--- config.mk ---
export PLATFORM = sky130hd
export DESIGN_NAME = system_frame_reader
export DESIGN_NICKNAME = d
export VERILOG_FILES = /design/src/rtl/system_frame_reader.sv
export SDC_FILE = /design/constraint.sdc
export NUM_CORES = 1
export LEC_CHECK = 0
export ABC_AREA = 1
export CORE_MARGIN = 3
export CORE_UTILIZATION = 56
export CTS_BUF_LIST = sky130_fd_sc_hd__clkbuf_8
export CTS_CLUSTER_SIZE = 12
export DETAILED_ROUTE_END_ITERATION = 8
export HOLD_SLACK_MARGIN = 0.06
export PLACE_DENSITY_LB_ADDON = 0.2
export SLEW_MARGIN = 5
export SYNTH_ARGS = -nofsm -noshare
export SYNTH_HDL_FRONTEND = slang
export SYNTH_SLANG_ARGS = --single-unit
--- constraint.sdc ---
create_clock -name clk -period 4.8 [get_ports clk]
set_input_delay 0.72 -clock clk [delete_from_list [all_inputs] [get_ports clk]]
set_output_delay 0.72 -clock clk [all_outputs]
set_load 0.02 [all_outputs]
--- src/rtl/system_frame_reader.sv ---
// Avalon-MM read master that streams a contiguous block of on-chip memory words
// out as an Avalon-ST source, using a small credit-checked FIFO to absorb read latency.
module system_frame_reader #(
   parameter int ADDR_W     = 11,
   parameter int DATA_W     = 32,
   parameter int FIFO_DEPTH = 4
) (
   input  logic                clk,
   input  logic                reset,
   input  logic                start,
   input  logic [ADDR_W-1:0]   base_addr,
   input  logic [ADDR_W:0]     length,
   output logic                busy,
   output logic                done,
   output logic [ADDR_W-1:0]   mem_address,
   output logic                mem_chipselect,
   output logic                mem_write,
   output logic [DATA_W/8-1:0] mem_byteenable,
   output logic                mem_clken,
   input  logic [DATA_W-1:0]   mem_readdata,
   output logic [DATA_W-1:0]   out_data,
   output logic                out_valid,
   input  logic                out_ready,
   output logic                out_sop,
   output logic                out_eop
);

   localparam int PTR_W = (FIFO_DEPTH > 1) ? $clog2(FIFO_DEPTH) : 1;
   localparam int CNT_W = PTR_W + 1;

   typedef enum logic [1:0] {IDLE, RUN, DRAIN} state_t;

   state_t              state, state_next;
   logic                done_next;
   logic [ADDR_W-1:0]   base_q;
   logic [ADDR_W:0]     len_q;
   logic [ADDR_W:0]     issued;
   logic [ADDR_W:0]     pushed;
   logic                pending;

   logic [DATA_W-1:0]   data_mem [FIFO_DEPTH];
   logic [FIFO_DEPTH-1:0] sop_mem;
   logic [FIFO_DEPTH-1:0] eop_mem;
   logic [PTR_W-1:0]    rd_ptr;
   logic [PTR_W-1:0]    wr_ptr;
   logic [CNT_W-1:0]    fifo_count;

   logic                push;
   logic                pop;
   logic [CNT_W:0]      occupancy;
   logic                credit_ok;
   logic                issue;

   assign mem_write      = 1'b0;
   assign mem_byteenable = '1;
   assign mem_clken      = 1'b1;

   assign busy      = (state != IDLE);
   assign out_valid = (fifo_count != '0);
   assign out_data  = data_mem[rd_ptr];
   assign out_sop   = out_valid & sop_mem[rd_ptr];
   assign out_eop   = out_valid & eop_mem[rd_ptr];

   assign push = pending;
   assign pop  = out_valid & out_ready;

   // Buffered words plus reads still in the memory pipeline must never exceed
   // the FIFO size; a pop this cycle frees its credit immediately.
   assign occupancy = (CNT_W+1)'(fifo_count) + (CNT_W+1)'(mem_chipselect)
                    + (CNT_W+1)'(pending) - (CNT_W+1)'(pop);
   assign credit_ok = occupancy < (CNT_W+1)'(FIFO_DEPTH);
   assign issue     = (state == RUN) && (issued < len_q) && credit_ok;

   always_comb begin
      state_next = state;
      done_next  = 1'b0;
      unique case (state)
         IDLE: begin
            if (start) begin
               if (length == '0) done_next  = 1'b1;
               else              state_next = RUN;
            end
         end
         RUN: begin
            if (issued == len_q) state_next = DRAIN;
         end
         DRAIN: begin
            if (pop && out_eop) begin
               state_next = IDLE;
               done_next  = 1'b1;
            end
         end
         default: state_next = IDLE;
      endcase
   end

   always_ff @(posedge clk) begin
      if (reset) begin
         state <= IDLE;
         done  <= 1'b0;
      end else begin
         state <= state_next;
         done  <= done_next;
      end
   end

   // The first read is launched on the accepted start edge so chipselect is
   // already high in the cycle after start.
   always_ff @(posedge clk) begin
      if (reset) begin
         base_q         <= '0;
         len_q          <= '0;
         issued         <= '0;
         mem_address    <= '0;
         mem_chipselect <= 1'b0;
         pending        <= 1'b0;
      end else begin
         pending <= mem_chipselect;
         if (state == IDLE && start) begin
            base_q <= base_addr;
            len_q  <= length;
            if (length != '0) begin
               mem_address    <= base_addr;
               mem_chipselect <= 1'b1;
               issued         <= (ADDR_W+1)'(1);
            end else begin
               mem_chipselect <= 1'b0;
               issued         <= '0;
            end
         end else if (issue) begin
            mem_address    <= base_q + issued[ADDR_W-1:0];
            mem_chipselect <= 1'b1;
            issued         <= issued + (ADDR_W+1)'(1);
         end else begin
            mem_chipselect <= 1'b0;
         end
      end
   end

   always_ff @(posedge clk) begin
      if (reset) begin
         for (int i = 0; i < FIFO_DEPTH; i++) data_mem[i] <= '0;
         sop_mem    <= '0;
         eop_mem    <= '0;
         rd_ptr     <= '0;
         wr_ptr     <= '0;
         fifo_count <= '0;
         pushed     <= '0;
      end else begin
         if (state == IDLE && start) pushed <= '0;
         if (push) begin
            data_mem[wr_ptr] <= mem_readdata;
            sop_mem[wr_ptr]  <= (pushed == '0);
            eop_mem[wr_ptr]  <= (pushed == len_q - (ADDR_W+1)'(1));
            wr_ptr           <= wr_ptr + PTR_W'(1);
            pushed           <= pushed + (ADDR_W+1)'(1);
         end
         if (pop) rd_ptr <= rd_ptr + PTR_W'(1);
         case ({push, pop})
            2'b10:   fifo_count <= fifo_count + CNT_W'(1);
            2'b01:   fifo_count <= fifo_count - CNT_W'(1);
            default: fifo_count <= fifo_count;
         endcase
      end
   end

endmodule
==> results of run 1 <==
==> report_power, final <==
part	leakage [µW]	total [µW]	switching, µW	internal, µW
sequential	0.00198	2160	93.2	2070
clock	0.000342	1350	673	677
combinational	0.00289	1710	1050	658
==> worst max-delay path, delay by kind of cell (launching register included) <==
family | cells | cell delay [ns]
AO/OA/AOI/OAI | 2 | 0.45
flip-flops | 1 | 0.31
buffers and inverters | 4 | 1.55
==> sequential cells by signal, summed over array words and instances (netlist names), 4 cells and up, named ones only <==
| register | flops |
|---|---|
| pushed | 12 |
| mem_address | 11 |
| sop_mem | 4 |
| base_q | 11 |
| eop_mem | 4 |
| len_q | 12 |
| issued | 12 |
| data_mem | 128 |
==> logic make-up after synthesis <==
family	Yosys count
AO/OA/AOI/OAI	227
AND/OR/NAND/NOR	596
XOR/XNOR	12
flip-flops	208
buffers and inverters	177
other	2
adder cells (fa/ha/maj)	35
==> cells in the final DEF, fill, tap and decap left out, types with 20 or more instances in the layout <==
| cell type | Yosys | layout |
|---|---|---|
| a21oi_1 | 51 | 51 |
| clkbuf_8 | 0 | 35 |
| clkdlybuf4s50_1 | 0 | 107 |
| dfxtp_1 | 80 | 79 |
| edfxtp_1 | 128 | 128 |
| ha_1 | 33 | 33 |
| inv_1 | 106 | 118 |
| nand2_1 | 197 | 197 |
| nand3_1 | 43 | 43 |
| nand3b_1 | 20 | 20 |
| nor2_1 | 283 | 283 |
| o21ai_0 | 123 | 123 |
| o22ai_1 | 33 | 33 |
==> per-stage QoR <==
| stage | hold slack (ns) | cells |
|---|---|---|
| final | 0.470 | 1610 |
| after global routing | 0.499 | 1610 |
| after CTS | 0.475 | 1610 |
| after detailed placement | 0.460 | 1553 |
| after global placement | 0.450 | 1553 |
| after floorplan | 0.435 | 1261 |
==> how the worst max path moves through the flow <==
stage	slack, ns	cells after the start	end	from
after floorplan	1.19	4	data_mem[3][0]$_DFFE_PP_	reset
after global placement	1.53	17	issued[2]$_SDFFE_PP0P_	out_ready
after detailed placement	1.48	17	issued[2]$_SDFFE_PP0P_	out_ready
after CTS	1.16	6	out_data[13]	flip-flop
after global routing	0.97	6	out_data[14]	flip-flop
final	1.20	6	out_data[13]	flip-flop
==> routing by layer <==
layer  track usage  up-vias  share of wire
li1              -     4374              -
met1         0.316     4013           0.43
met2         0.412      283           0.48
met3        0.0446       42          0.066
met4        0.0629        0          0.018
met5             0        -              0
==> layout make-up <==
cell class,instances,share of cell area
Clock buffer,35,0.0390
Multi-Input combinational cell,876,0.357
Sequential cell,208,0.441
Tap cell,229,0.0232
Timing Repair Buffer,121,0.0953
Clock inverter,22,0.00771
Inverter,119,0.0362
==> results_dict.tcl, run 1 <==
set metrics [dict create \
    synthDistinctLibCells 45 \
    path_common_cell "buf_4" \
    ys_ff_latch 208 \
    gp_congestion 0.839 \
    worst_slack_ns 1.20 \
    ctsLongestPathBuffers 3 \
    synth.most_common_cell "nor2_1" \
    finalCriticalPeriod_ns 3.60 \
    avgSynthCellArea_um2 8.40 \
    cts_setup_buffers 0 \
    max_freq_mhz 278 \
    r2r_cells 8 \
    syn_to_final_growth_pct 16.8 \
    synth_top_family_by_area "simple AND/OR/NAND/NOR gates" \
    coreArea_mm2 0.0183 \
    ios 114 \
    yosys.area_share.simple 0.244 \
    required_ns 4.08 \
    maxSlewHeadroom 0.271 \
    synth.area.mux_share 0 \
    cts_resized 0 \
    wl_per_cell_um 15.4 \
    drt_wl_total_mm 24.7 \
    synthArstFlopShare 0 \
    drive_gt1_frac 0.0775 \
    fin_tns_setup_ns 0 \
    worstPathCellList "buf_4 > clkinv_1 > buf_4 > o21ai_0 > o22ai_1 > clkdlybuf4s50_1" \
    hold_violations 0 \
    multi_input_area_mm2 0.00440 \
    cp_data_arrival_time_ns 2.88 \
    place_ws_ns 1.48 \
    num_rows 49 \
    fin_util 0.675 \
    hold_path_end "base_q[8]$_SDFFE_PP0P_" \
    grt_pass1_vias 8216 \
    overflow 0 \
    worst_setup_path_start_kind "flip-flop" \
    die_w_um 143 \
    power.density_mw_per_mm2 423 \
    synth.top_cell.area_share 0.364 \
    skew_ns 0.0156 \
    synth_compound_area_frac 0.118 \
    post-route-cell-area_mm2 0.0123 \
    die_h_um 143 \
    synth-xor-area-share 0.00995 \
    worst_skew_pair.late_latency_ns 0.52 \
    setup_viol 0 \
    endpoint_kind "output port" \
    cp_slowest_stage_delay_ns 0.66 \
    maxSlewViolCount 0 \
    synthFlopType "edfxtp_1" \
    ys_warn_count 0 \
    cts_sinks 208 \
    cp_max_fo 65 \
    status "finished, final reports clean" \
    synth.cells.most_frequent "nor2_1 (283), nand2_1 (197), edfxtp_1 (128)" \
    diodes 0 \
    synthesis.area_mm2 0.0106 \
    worstMarginPinSlew_ns 1.09 \
    groute.usage.overall 0.240 \
    synth_edf_count 128 \
    r2r-start "pending$_SDFF_PP0_" \
    fin_nets 1454 \
    cap_violations 0 \
    netlist_instances 1257 \
    worst_path_max_delay_cell "clkdlybuf4s50_1" \
    min_period_over_period 0.751 \
    clk_pin_slew_ns 0.06 \
    seq_area_mm2 0.00545 \
    total_power_uw 5220 \
    hold_start "base_q[8]$_SDFFE_PP0P_" \
    yosys.area_share.adder 0.0429 \
    synthTopCellsByArea "edfxtp_1 (36%), dfxtp_1 (15%), nor2_1 (10%), nand2_1 (7.0%), o21ai_0 (5.8%)" \
    antenna_found_initial 0 \
    viasPerCell 5.41 \
    cts_made_buffers 34 \
    grt_pass1_wl_mm 39.7 \
    synth_largest_area_cell "edfxtp_1" \
    die-area_mm2 0.0205 \
    holdPathStages 2 \
    drt_iter0_markers 777 \
    ys_seq_area_frac 0.516 \
    hp-class "reg -> reg" \
    worstSetupPathType "reg -> out" \
    drc 0 \
    vias 8712 \
    first_pass_iters 5 \
    grt_max_degree 66 \
    place_area_mm2 0.0118 \
    r2r-end "data_mem[0][16]$_SDFFCE_PN0P_" \
    cts_tree "yes" \
    rsz0062_at_grt "false" \
    nFillCells 1519 \
    r2r_setup_slack_ns 1.92 \
    dp_hpwl_mm 16.0 \
    portBuffers 107 \
    ant_nets 0 \
    start_util 0.578 \
    power.leakage_uw 0.00521 \
    hold_buffers 0 \
    root_buffer "clkbuf_8" \
    peakVddDrop_mv 0.217 \
    h-tree-depth 2 \
]
No activity file was read; power rests on OpenSTA's default activity.
==> inputs of run 2 (changes only) <==
- CORE_UTILIZATION: 56 -> 53
- clock period: 4.8 -> 3.2 ns (I/O delays scaled with it)
==> run 2 against run 1 <==
Design area up 1.5%. Cell count up 2.9%. Clock skew up 0.0028 ns. First-iteration DRC count down 37%. Wire length up 1.0%. Combinational power up 54%. Total power up 54%. Flip-flop and latch count unchanged. Sequential share of layout area down 0.65 points. Count of clock-buffer cells in the layout up 1. Global-route usage down 1.1 points.
==> results_dict.tcl, run 2 (same netlist as run 1, synthesis figures left out) <==
set metrics [dict create \
    r2r-start "fifo_count[2]$_SDFFE_PP0N_" \
    drc 0 \
    cp_top_family "buffers and inverters" \
    required_ns 2.72 \
    setup_viol 0 \
    rsz0062_at_grt "false" \
    worst_skew_pair.late_latency_ns 0.52 \
    hold_violations 0 \
    worstSetupPathType "reg -> out" \
    dp_hpwl_mm 16.1 \
    portBuffers 107 \
    p_switching_uw 2780 \
    multi_input_area_mm2 0.00441 \
    power.density_mw_per_mm2 642 \
    clk_pin_slew_ns 0.06 \
    cts_made_buffers 35 \
    grt_pass1_wl_mm 40.4 \
    syn_to_final_growth_pct 18.6 \
    hold_start "base_q[8]$_SDFFE_PP0P_" \
    post-route-cell-area_mm2 0.0125 \
    cts_tree "yes" \
    nFillCells 1727 \
    drt_wl_total_mm 25.0 \
    top_register "data_mem" \
    root_buffer "clkbuf_8" \
    grt_pass1_vias 8409 \
    fin_tns_setup_ns 0 \
    wl_per_cell_um 15.1 \
    finalCriticalPeriod_ns 3.00 \
    place_area_mm2 0.0119 \
    grt_max_degree 65 \
    drive_gt1_frac 0.0863 \
    ctsLongestPathBuffers 3 \
    first_pass_iters 6 \
    p_seq_frac 0.403 \
    r2r_setup_slack_ns 0.66 \
    clock_power_share 0.270 \
    ant_nets 0 \
    maxSlewViolCount 0 \
    viasPerCell 5.27 \
    seq_area_mm2 0.00545 \
    vias 8723 \
    cts_setup_buffers 0 \
    endpoint_kind "output port" \
    combPwrFrac 0.327 \
    cp_data_arrival_time_ns 2.52 \
    diodes 0 \
    final_common_cell "nor2_1" \
    num_rows 51 \
    start_util 0.541 \
    die_h_um 147 \
    path_buf_inv 2 \
    cp_max_fo 64 \
    worstMarginPinSlew_ns 1.12 \
    mostFrequentLayoutCells "nor2_1 (283), nand2_1 (197), edfxtp_1 (128), o21ai_0 (123), inv_1 (118)" \
    skew_ns 0.0184 \
    ios 114 \
    largest_reg_flops 128 \
    power.leakage_uw 0.00528 \
    hp-class "reg -> reg" \
    switching_share 0.346 \
    h-tree-depth 2 \
    total_power_uw 8030 \
    drt_iter0_markers 493 \
    groute.usage.overall 0.229 \
    max_freq_mhz 333 \
    overflow 0 \
    r2r_cells 16 \
    worst_setup_path_start_kind "flip-flop" \
    antenna_found_initial 0 \
    worstPathCellList "buf_4 > o21ai_0 > o22ai_1 > clkdlybuf4s50_1" \
    peakVddDrop_mv 0.353 \
    coreArea_mm2 0.0195 \
    holdPathStages 2 \
    gp_congestion 0.875 \
    die-area_mm2 0.0217 \
    fin_nets 1462 \
    cap_violations 0 \
    hold_path_end "base_q[8]$_SDFFE_PP0P_" \
    status "finished, final reports clean" \
    maxSlewHeadroom 0.250 \
    p_int_uw 5250 \
    r2r-end "issued[10]$_SDFFE_PP0P_" \
    cp_slowest_stage_delay_ns 0.67 \
    die_w_um 147 \
    worst_path_max_delay_cell "clkdlybuf4s50_1" \
    hold_buffers 0 \
    min_period_over_period 0.939 \
    cts_sinks 208 \
]
## run 2: cell count changes in the layout (fill, tap and decap cells not counted), sizes merged
cell / previous run / this run
clkbuf: 35 / 36
bufinv: 0 / 1
inv: 132 / 131
clkinvlp: 0 / 2
buf: 14 / 21
## run 2: timing repair
action                     in CTS  in global routing
setup endpoints to repair       1                  0
hold endpoints to repair        0                  0
resized for setup               1                  0
## run 2: area by class of cell
class                      count  area share
sequential                   208       0.435
clock inverter                24      0.0109
inverter                     119      0.0358
tap                          265      0.0265
multi-input combinational    876       0.352
timing repair buffer         128       0.100
clock buffer                  36      0.0396
## run 2: routing by layer
layer,GRT usage,vias up,share of wire
met2,0.403,261,0.49
met4,0.0704,0,0.022
li1,-,4386,-
met5,0.0136,-,0
met1,0.291,4034,0.43
met3,0.0358,42,0.064
## run 2: worst max-delay path by stage
stage	start	end	slack, ns	depth (start not counted)
final	flip-flop	out_data[14]	0.20	4
after global routing	flip-flop	out_data[10]	0.04	4
after CTS	flip-flop	out_data[14]	0.15	4
after detailed placement	out_ready	issued[9]$_SDFFE_PP0P_	0.31	16
after global placement	out_ready	issued[9]$_SDFFE_PP0P_	0.34	16
after floorplan	reset	data_mem[3][0]$_DFFE_PP_	0.81	4
## run 2: worst register-to-register path, cell delays in order (launching register included)
cell	delay [ns]
dfxtp_1	0.34
nor3_2	0.38
nor2_2	0.13
nor2_1	0.17
inv_1	0.06
nand2_1	0.12
ha_1	0.25
nand2_1	0.05
nand2_1	0.04
nand2_1	0.07
nand3b_1	0.07
nand2_1	0.08
inv_1	0.05
nor2_2	0.24
buf_4	0.20
nand3b_1	0.08
a21oi_1	0.13
## run 2: stage by stage
stage	hold slack (ns)	util	std cells	setup slack (ns)
after floorplan	0.435	-	1261	0.810
after global placement	0.450	0.609	1596	0.341
after detailed placement	0.457	0.609	1596	0.311
after CTS	0.474	0.641	1656	0.148
after global routing	0.504	0.641	1656	0.0424
final	0.472	0.641	1656	0.196
## run 2: power groups by stage
stage | logic [µW] | clock network (µW) | registers, µW
after detailed placement | 2630 | 0 | 3290
after global placement | 2600 | 0 | 3280
after floorplan | 1610 | 0 | 3310
after global routing | 2900 | 2330 | 3260
after CTS | 2640 | 2230 | 3230
final | 2630 | 2170 | 3240
==> inputs of run 3 (changes only) <==
- CORE_MARGIN: 3 -> 2
==> run 3 against run 2 <==
Fmax shrank 1.0%. Sequential share of layout area is 0.14 points lower. Clock power increased by 4%. Combinational power hardly changed. Design area up 0.33%. Clock skew is 0.0048 ns lower. Worst hold slack worse by 0.0043 ns. Utilization rose by 0.21 points. Highest routed layer unchanged. Critical path type unchanged. Via count decreased by 0.38%. Worst setup slack lost 0.031 ns. Flip-flop and latch count stayed put.
==> results_dict.tcl, run 3 (same netlist as run 1, synthesis figures left out) <==
set metrics [dict create \
    drc 0 \
    drive_gt1_frac 0.0868 \
    cts_setup_buffers 0 \
    vias 8690 \
    power.leakage_uw 0.00531 \
    cts_sinks 208 \
    cp_data_arrival_time_ns 2.56 \
    cts_resized 0 \
    max_freq_mhz 329 \
    nFillCells 1710 \
    required_ns 2.72 \
    worstSetupPathType "reg -> out" \
    antenna_found_initial 1 \
    portBuffers 107 \
    finalCriticalPeriod_ns 3.04 \
    h-tree-depth 2 \
    cts_tree "yes" \
    multi_input_area_mm2 0.00441 \
    clk_pin_slew_ns 0.06 \
    power.density_mw_per_mm2 647 \
    ios 114 \
    hold_buffers 0 \
    largest_reg_flops 128 \
    die_w_um 145 \
    peakVddDrop_mv 0.314 \
    worst_setup_path_start_kind "flip-flop" \
    top_register "data_mem" \
    place_area_mm2 0.0119 \
    die_h_um 145 \
    rsz0062_at_grt "false" \
    drt_wl_total_mm 25.0 \
    overflow 0 \
    maxSlewHeadroom 0.296 \
    num_rows 51 \
    fin_tns_setup_ns 0 \
    worst_skew_pair.late_latency_ns 0.52 \
    holdWs_ns 0.468 \
    grt_pass1_wl_mm 40.9 \
    cap_violations 0 \
    fin_nets 1463 \
    hold_violations 0 \
    seq_area_mm2 0.00545 \
    ctsLongestPathBuffers 3 \
    grt_pass1_vias 8399 \
    die-area_mm2 0.0211 \
    mostFrequentLayoutCells "nor2_1 (283), nand2_1 (197), edfxtp_1 (128), o21ai_0 (123), inv_1 (121)" \
    skew_ns 0.0136 \
    endpoint_kind "output port" \
    coreArea_mm2 0.0195 \
    dp_hpwl_mm 16.1 \
    viasPerCell 5.23 \
    cts_made_buffers 35 \
    root_buffer "clkbuf_8" \
    worst_slack_ns 0.165 \
    cp_max_fo 16 \
    start_util 0.541 \
    min_period_over_period 0.949 \
    status "finished, final reports clean" \
    wl_per_cell_um 15.1 \
    grt_max_degree 65 \
    drt_iter0_markers 634 \
    r2r_setup_slack_ns 0.65 \
    setup_viol 0 \
    first_pass_iters 5 \
    worstMarginPinSlew_ns 1.05 \
    place_ws_ns 0.272 \
    maxSlewViolCount 0 \
    gp_congestion 0.862 \
    hp-class "reg -> reg" \
    ant_nets 0 \
    post-route-cell-area_mm2 0.0126 \
    groute.usage.overall 0.237 \
    final_common_cell "nor2_1" \
    syn_to_final_growth_pct 19.0 \
]
-- run 3: cell types whose count changed in the layout (fill, tap and decap cells not counted) --
cell / previous run / this run
buf_4: 19 / 20
inv_8: 1 / 0
diode_2: 0 / 1
clkinv_1: 4 / 3
inv_1: 118 / 121
clkbuf_8: 36 / 39
inv_6: 0 / 1
clkinv_2: 5 / 2
-- run 3: final cells by class --
| cell class | instances | share of cell area |
|---|---|---|
| well taps | 265 | 0.0264 |
| repair buffers | 129 | 0.100 |
| multi-input cells | 876 | 0.351 |
| inverters | 119 | 0.0356 |
| clock inverters | 23 | 0.0102 |
| diodes | 1 | 0.000199 |
| flip-flops and latches | 208 | 0.434 |
| clock buffers | 39 | 0.0427 |
-- run 3: path summary, 6_finish.rpt --
path	startpoint	to	cells after the start
setup / recovery	flip-flop	out_data[1]	4
hold / removal	base_q[8]$_SDFFE_PP0P_	base_q[8]$_SDFFE_PP0P_	2
hold reg to reg	base_q[8]$_SDFFE_PP0P_	base_q[8]$_SDFFE_PP0P_	2
setup reg to reg	fifo_count[2]$_SDFFE_PP0N_	issued[10]$_SDFFE_PP0P_	15
-- run 3: power breakdown --
part,total (µW),switching [µW],internal [µW]
Clock,2250,1050,1200
Sequential,3250,148,3100
Combinational,2630,1600,1030
Total,8120,2790,5330
-- run 3: routing by layer --
layer / part of all wire / track usage / vias up
li1: - / - / 4387
met1: 0.44 / 0.310 / 4030
met2: 0.49 / 0.412 / 248
met3: 0.052 / 0.0377 / 25
met4: 0.015 / 0.0642 / 0
met5: 0 / 0 / -
-- run 3: metrics by stage --
| step | cells | total power, µW | utilization |
|---|---|---|---|
| after CTS | 1659 | 8170 | 0.643 |
| final | 1660 | 8120 | 0.643 |
| after floorplan | 1261 | 4920 | - |
| after detailed placement | 1597 | 5920 | 0.609 |
| after global placement | 1597 | 5890 | 0.609 |
| after global routing | 1660 | 8590 | 0.643 |
-- run 3: critical path, stage by stage, from the launching register on --
cell             delay, ns
dfxtp_1               0.73
buf_4                 0.32
o21ai_0               0.12
o22ai_1               0.23
clkdlybuf4s50_1       0.65
==> RTL change 1 (config.mk and constraints of run 1) <==
Reset style: asynchronous (`reset`), changed in 3 clocked blocks.
--- a/src/rtl/system_frame_reader.sv
+++ b/src/rtl/system_frame_reader.sv
@@ -95,5 +95,5 @@
    end
 
-   always_ff @(posedge clk) begin
+   always_ff @(posedge clk or posedge reset) begin
       if (reset) begin
          state <= IDLE;
@@ -107,5 +107,5 @@
    // The first read is launched on the accepted start edge so chipselect is
    // already high in the cycle after start.
-   always_ff @(posedge clk) begin
+   always_ff @(posedge clk or posedge reset) begin
       if (reset) begin
          base_q         <= '0;
@@ -138,5 +138,5 @@
    end
 
-   always_ff @(posedge clk) begin
+   always_ff @(posedge clk or posedge reset) begin
       if (reset) begin
          for (int i = 0; i < FIFO_DEPTH; i++) data_mem[i] <= '0;
Function: differs if reset is asserted again (counterexample within 4 cycles, from zero or initial values and one cycle with reset high); with reset held inactive, the same outputs for 4 cycles.
==> RTL change 1 against run 1 <==
Worst setup slack worse by 0.041 ns. Routed wire length is 3.0% higher. Synthesized cell count is 6.3% higher. Synthesized area is 0.56% higher. Die area is 0.53% higher. Utilization is 1.2 points higher. Critical path depth is 1 lower. Final area is 1.7% higher. Register-to-register slack worse by 0.22 ns. First-iteration DRC count is 18% lower. Sequential cell count is 2 lower. Global-route usage is 1.2 points higher.
Power is not compared: it rests on default switching activity, and its combinational part moved more than twofold at a synthesized area within 25%.
==> RTL change 1: results (changes against run 1) <==
outcome:
  status: "finished, final reports clean"
layout:
  fin_nets: 1520  # +4.5%
  design.seq.count: 206  # -0.96%
  clock_cell_area_share: 0.0624  # +0.0156
  num_antenna_cells: 1  # +1
  drive_above_1_share: 0.0786  # +0.00114
  buffers: 118  # -2.5%
  inverters: 114  # -4.2%
  ff_latch_area_sq_um: 5160  # -5.3%
  areaGrowthSynthToFinish_pct: 18.2
  nClkBuffers: 45  # +29%
  multi_input_area_share: 0.376  # +0.0195
synthesis:
  synthAdderAreaFrac: 0.0426  # -0.000237
  syn_avg_cell_area_sq_um: 7.95  # -5.4%
  synth_compound_area_frac: 0.158  # +0.0402
  ys.flop_type: "dfrtp_1"
  async_reset_ff_frac: 1.00  # +1.00
  ys_types: 39  # -13%
  synthXorXnorAreaFrac: 0.0156  # +0.00560
placement:
  routabilityCongestion: 0.915  # +9.0%
  dp.cells: 1617  # +4.1%
  pre_cts_ws_ns: 1.56  # +0.0806 ns
  dpl-instance-area_sq_um: 11800  # about the same
global_route:
  grt_pass1_vias: 8820  # +7.4%
  antenna_found_initial: 1  # +1
  grtUsageMet2: 0.409  # -0.00341
  grt_use_total: 0.252  # +0.0121
  grtUsageMet3: 0.0416  # -0.00300
  met1_usage: 0.348  # +0.0318
route:
  wl_met1_mm: 11.2  # +4.8%
  wl_met2_mm: 12.1  # +0.89%
worst_setup_path:
  r2r_start: "fifo_count[0]$_DFFE_PP0N_"
  ff2ff_setup_slack_ns: 1.70  # -0.22 ns
  cp.arrival_ns: 2.92  # +0.04 ns
  reg2reg_depth: 13  # +5
  r2r_end: "issued[2]$_DFFE_PP0P_"
clock_tree:
  clock_latency_ns: 0.54  # +0.02 ns
timing:
  relSlewSlack: 0.222  # -0.0490
## RTL change 1: cell count changes after synthesis, sizes merged, moves of 20 or more
| cell | change |
|---|---|
| nand3b | -20 |
| dfxtp | -80 |
| edfxtp | -128 |
| nand2 | +138 |
| dfrtp | +206 |
| nor2 | -157 |
| o21ai | +116 |
| a21oi | -26 |
## RTL change 1: worst max path at each step
stage,start,endpoint,slack (ns),cells after the start
2_1_floorplan,reset,base_q[0]$_DFFE_PP0P_,1.41,1
3_3_place_gp,out_ready,issued[2]$_DFFE_PP0P_,1.66,12
3_5_place_dp,out_ready,issued[2]$_DFFE_PP0P_,1.56,12
4_1_cts,rd_ptr[0]$_DFFE_PP0P_,out_data[23],1.16,5
5_1_grt,rd_ptr[0]$_DFFE_PP0P_,out_data[23],1.02,5
6_report,rd_ptr[0]$_DFFE_PP0P_,out_data[14],1.16,5
==> RTL change 2 (config.mk and constraints of run 1) <==
Made on the original files. Set the parameter `DATA_W` to 64 (it was 32).
--- a/src/rtl/system_frame_reader.sv
+++ b/src/rtl/system_frame_reader.sv
@@ -3,5 +3,5 @@
 module system_frame_reader #(
    parameter int ADDR_W     = 11,
-   parameter int DATA_W     = 32,
+   parameter int DATA_W     = 64,
    parameter int FIFO_DEPTH = 4
 ) (
Ports: changed (resized mem_byteenable, mem_readdata and out_data); port bits go from 114 to 182. The function was not compared with the original's and may differ.
==> RTL change 2 against run 1 <==
Utilization is 0.75 points higher. Critical path type unchanged. Global-route usage is 1.2 points higher. Final area is 52% higher. Largest cell class unchanged. First-iteration DRC count is 41% higher. Power is 58% higher. Count of clock-buffer cells in the layout is 20 higher. Routed wire length is 56% higher. Worst setup slack worse by 0.20 ns. Sequential cell count is 128 higher. Clock skew is 0.0028 ns lower. Synthesized area is 50% higher. Clock power is 69% higher.
==> RTL change 2: results (changes against run 1) <==
worst_setup_path:
  crit_path_end: "out_data[24]"
  r2r_start: "fifo_count[0]$_SDFFE_PP0N_"
  critPathMaxStageDelay_ns: 0.74  # +0.08 ns
  r2r_end: "mem_address[4]$_SDFFE_PP0P_"
  worst_path_max_delay_cell: "clkinv_1"
  cp_max_fo: 33  # -49%
  reg2reg_depth: 18  # +10
  critPathKind: "flip-flop to output pin"
  ff2ff_setup_slack_ns: 1.72  # -0.20 ns
  cp.arrival_ns: 3.09  # +0.21 ns
synthesis:
  async_reset_ff_frac: 0  # unchanged
  synth_edf_count: 256  # +100%
  synth_common_cells: "nor2_1, edfxtp_1, nand2_1, o21ai_0, inv_1"
  ys.flop_type: "edfxtp_1"
  ys_seq_area_frac: 0.586  # +0.0703
  ys_warn_count: 0  # unchanged
  syn_inst: 1744  # +39%
  ys_types: 40  # -11%
  synth.area.top_cells: "edfxtp_1, nor2_1, dfxtp_1"
hold_path:
  hp-class: "flip-flop to flip-flop"
timing:
  max_slew.worst_pin.slew_ns: 1.03  # -0.0568 ns
  fin_worst_skew_ns: 0.0128  # -0.00280 ns
placement:
  io_buffers: 171  # +60%
  routabilityCongestion: 0.889  # +5.9%
  dpl.hpwl_mm: 23.5  # +46%
  dp.cells: 2211  # +42%
layout:
  largest_register: "data_mem"
  num_antenna_cells: 0  # unchanged
  drive_above_1_share: 0.0563  # -0.0212
  layout.cells.non_filler: 2309  # +43%
  fin_nets: 2020  # +39%
  largest_register_ffs: 256  # +100%
clock_tree:
  ctsHoldBuffers: 0  # unchanged
  root_buffer: "clkbuf_8"
  post_cts_buffers: 0  # unchanged
  ctsResizeCount: 0  # unchanged
  cts_buffers: 53  # +56%
  path_clk_slew_ns: 0.06  # about the same
  clock_latency_ns: 0.59  # +0.07 ns
  cts.path.max_buffers: 3  # unchanged
  htreeDepth: 2  # unchanged
route:
  first_pass_iters: 5  # unchanged
  drtIter0Drc: 1099  # +41%
  viasPerCell: 5.48  # +1.3%
  post_drt_wl_per_cell_um: 16.8  # +9.0%
power:
  leakagePower_nw: 7.82  # +50%
  vdd_drop_max_uv: 263  # +21%
outcome:
  status: "finished, final reports clean"
global_route:
  grt_max_degree: 79  # +20%
  grt_use_total: 0.252  # +0.0117
  grt_pass1_vias: 12600  # +53%
  grt_first_pass_wirelength_mm: 62.6  # +58%
  antenna_found_initial: 0  # unchanged
==> RTL change 2: layout make-up <==
| type | instances | area (sq um) |
|---|---|---|
| clock buffer | 55 | 757 |
| multi-input combinational | 1161 | 5520 |
| fill | 2133 | 8690 |
| clock inverter | 43 | 235 |
| tap | 372 | 465 |
| timing repair buffer | 186 | 1850 |
| sequential | 336 | 9290 |
| inverter | 156 | 587 |
==> RTL change 2: how the worst min path moves through the flow <==
stage                           startpoint                     endpoint  slack [ns]  cells after the start
2_1_floorplan       base_q[3]$_SDFFE_PP0P_       base_q[3]$_SDFFE_PP0P_        0.43                      2
3_3_place_gp   mem_address[3]$_SDFFE_PP0P_  mem_address[3]$_SDFFE_PP0P_        0.44                      2
3_5_place_dp   mem_address[0]$_SDFFE_PP0P_  mem_address[0]$_SDFFE_PP0P_        0.44                      2
4_1_cts        mem_address[0]$_SDFFE_PP0P_  mem_address[0]$_SDFFE_PP0P_        0.45                      2
5_1_grt        mem_address[2]$_SDFFE_PP0P_  mem_address[2]$_SDFFE_PP0P_        0.48                      2
6_report       mem_address[0]$_SDFFE_PP0P_  mem_address[0]$_SDFFE_PP0P_        0.45                      2
==> RTL change 2: kinds of logic (layout without fill, tap and decap cells) <==
family	Yosys count	after routing	synth area share
other	2	10	0.000474
AOI/OAI and AO/OA	318	318	0.108
DFF	336	336	0.586
adders and majority gates	35	35	0.0286
xor gates and xnor gates	10	10	0.00552
buffers and inverters	255	440	0.0703
and+or+nand+nor	788	788	0.201
==> RTL change 2: per-layer routing <==
metal / wire length [um] / GRT usage
met3: 2920 / 0.0417
met1: 15700 / 0.326
met2: 19300 / 0.437
met4: 818 / 0.0757
met5: 0 / 0
==> RTL change 2: critical path, delay by kind of cell, from the launching register on <==
kind	cells	cell delay, ns
AO/OA/AOI/OAI	2	0.29
buffers and inverters	3	1.86
flip-flops	1	0.32
==> RTL change 2: stage by stage <==
| stage | utilization | setup WS [ns] | hold WS (ns) | total power [mW] | instance area [sq um] |
|---|---|---|---|---|---|
| 2_1_floorplan | - | 0.950 | 0.435 | 5.04 | 15900 |
| 3_3_place_gp | 0.647 | 1.46 | 0.441 | 6.01 | 17700 |
| 3_5_place_dp | 0.647 | 1.42 | 0.436 | 6.05 | 17700 |
| 4_1_cts | 0.683 | 0.990 | 0.450 | 8.31 | 18700 |
| 5_1_grt | 0.683 | 0.827 | 0.483 | 8.69 | 18700 |
| 6_report | 0.683 | 0.994 | 0.447 | 8.27 | 18700 |
==> RTL change 2: power by group <==
part           switching, mW  internal, mW  leakage [nW]
sequential             0.110          3.36          3.30
clock                   1.10          1.17         0.569
combinational           1.58         0.947          3.95
total                   2.79          5.48          7.82
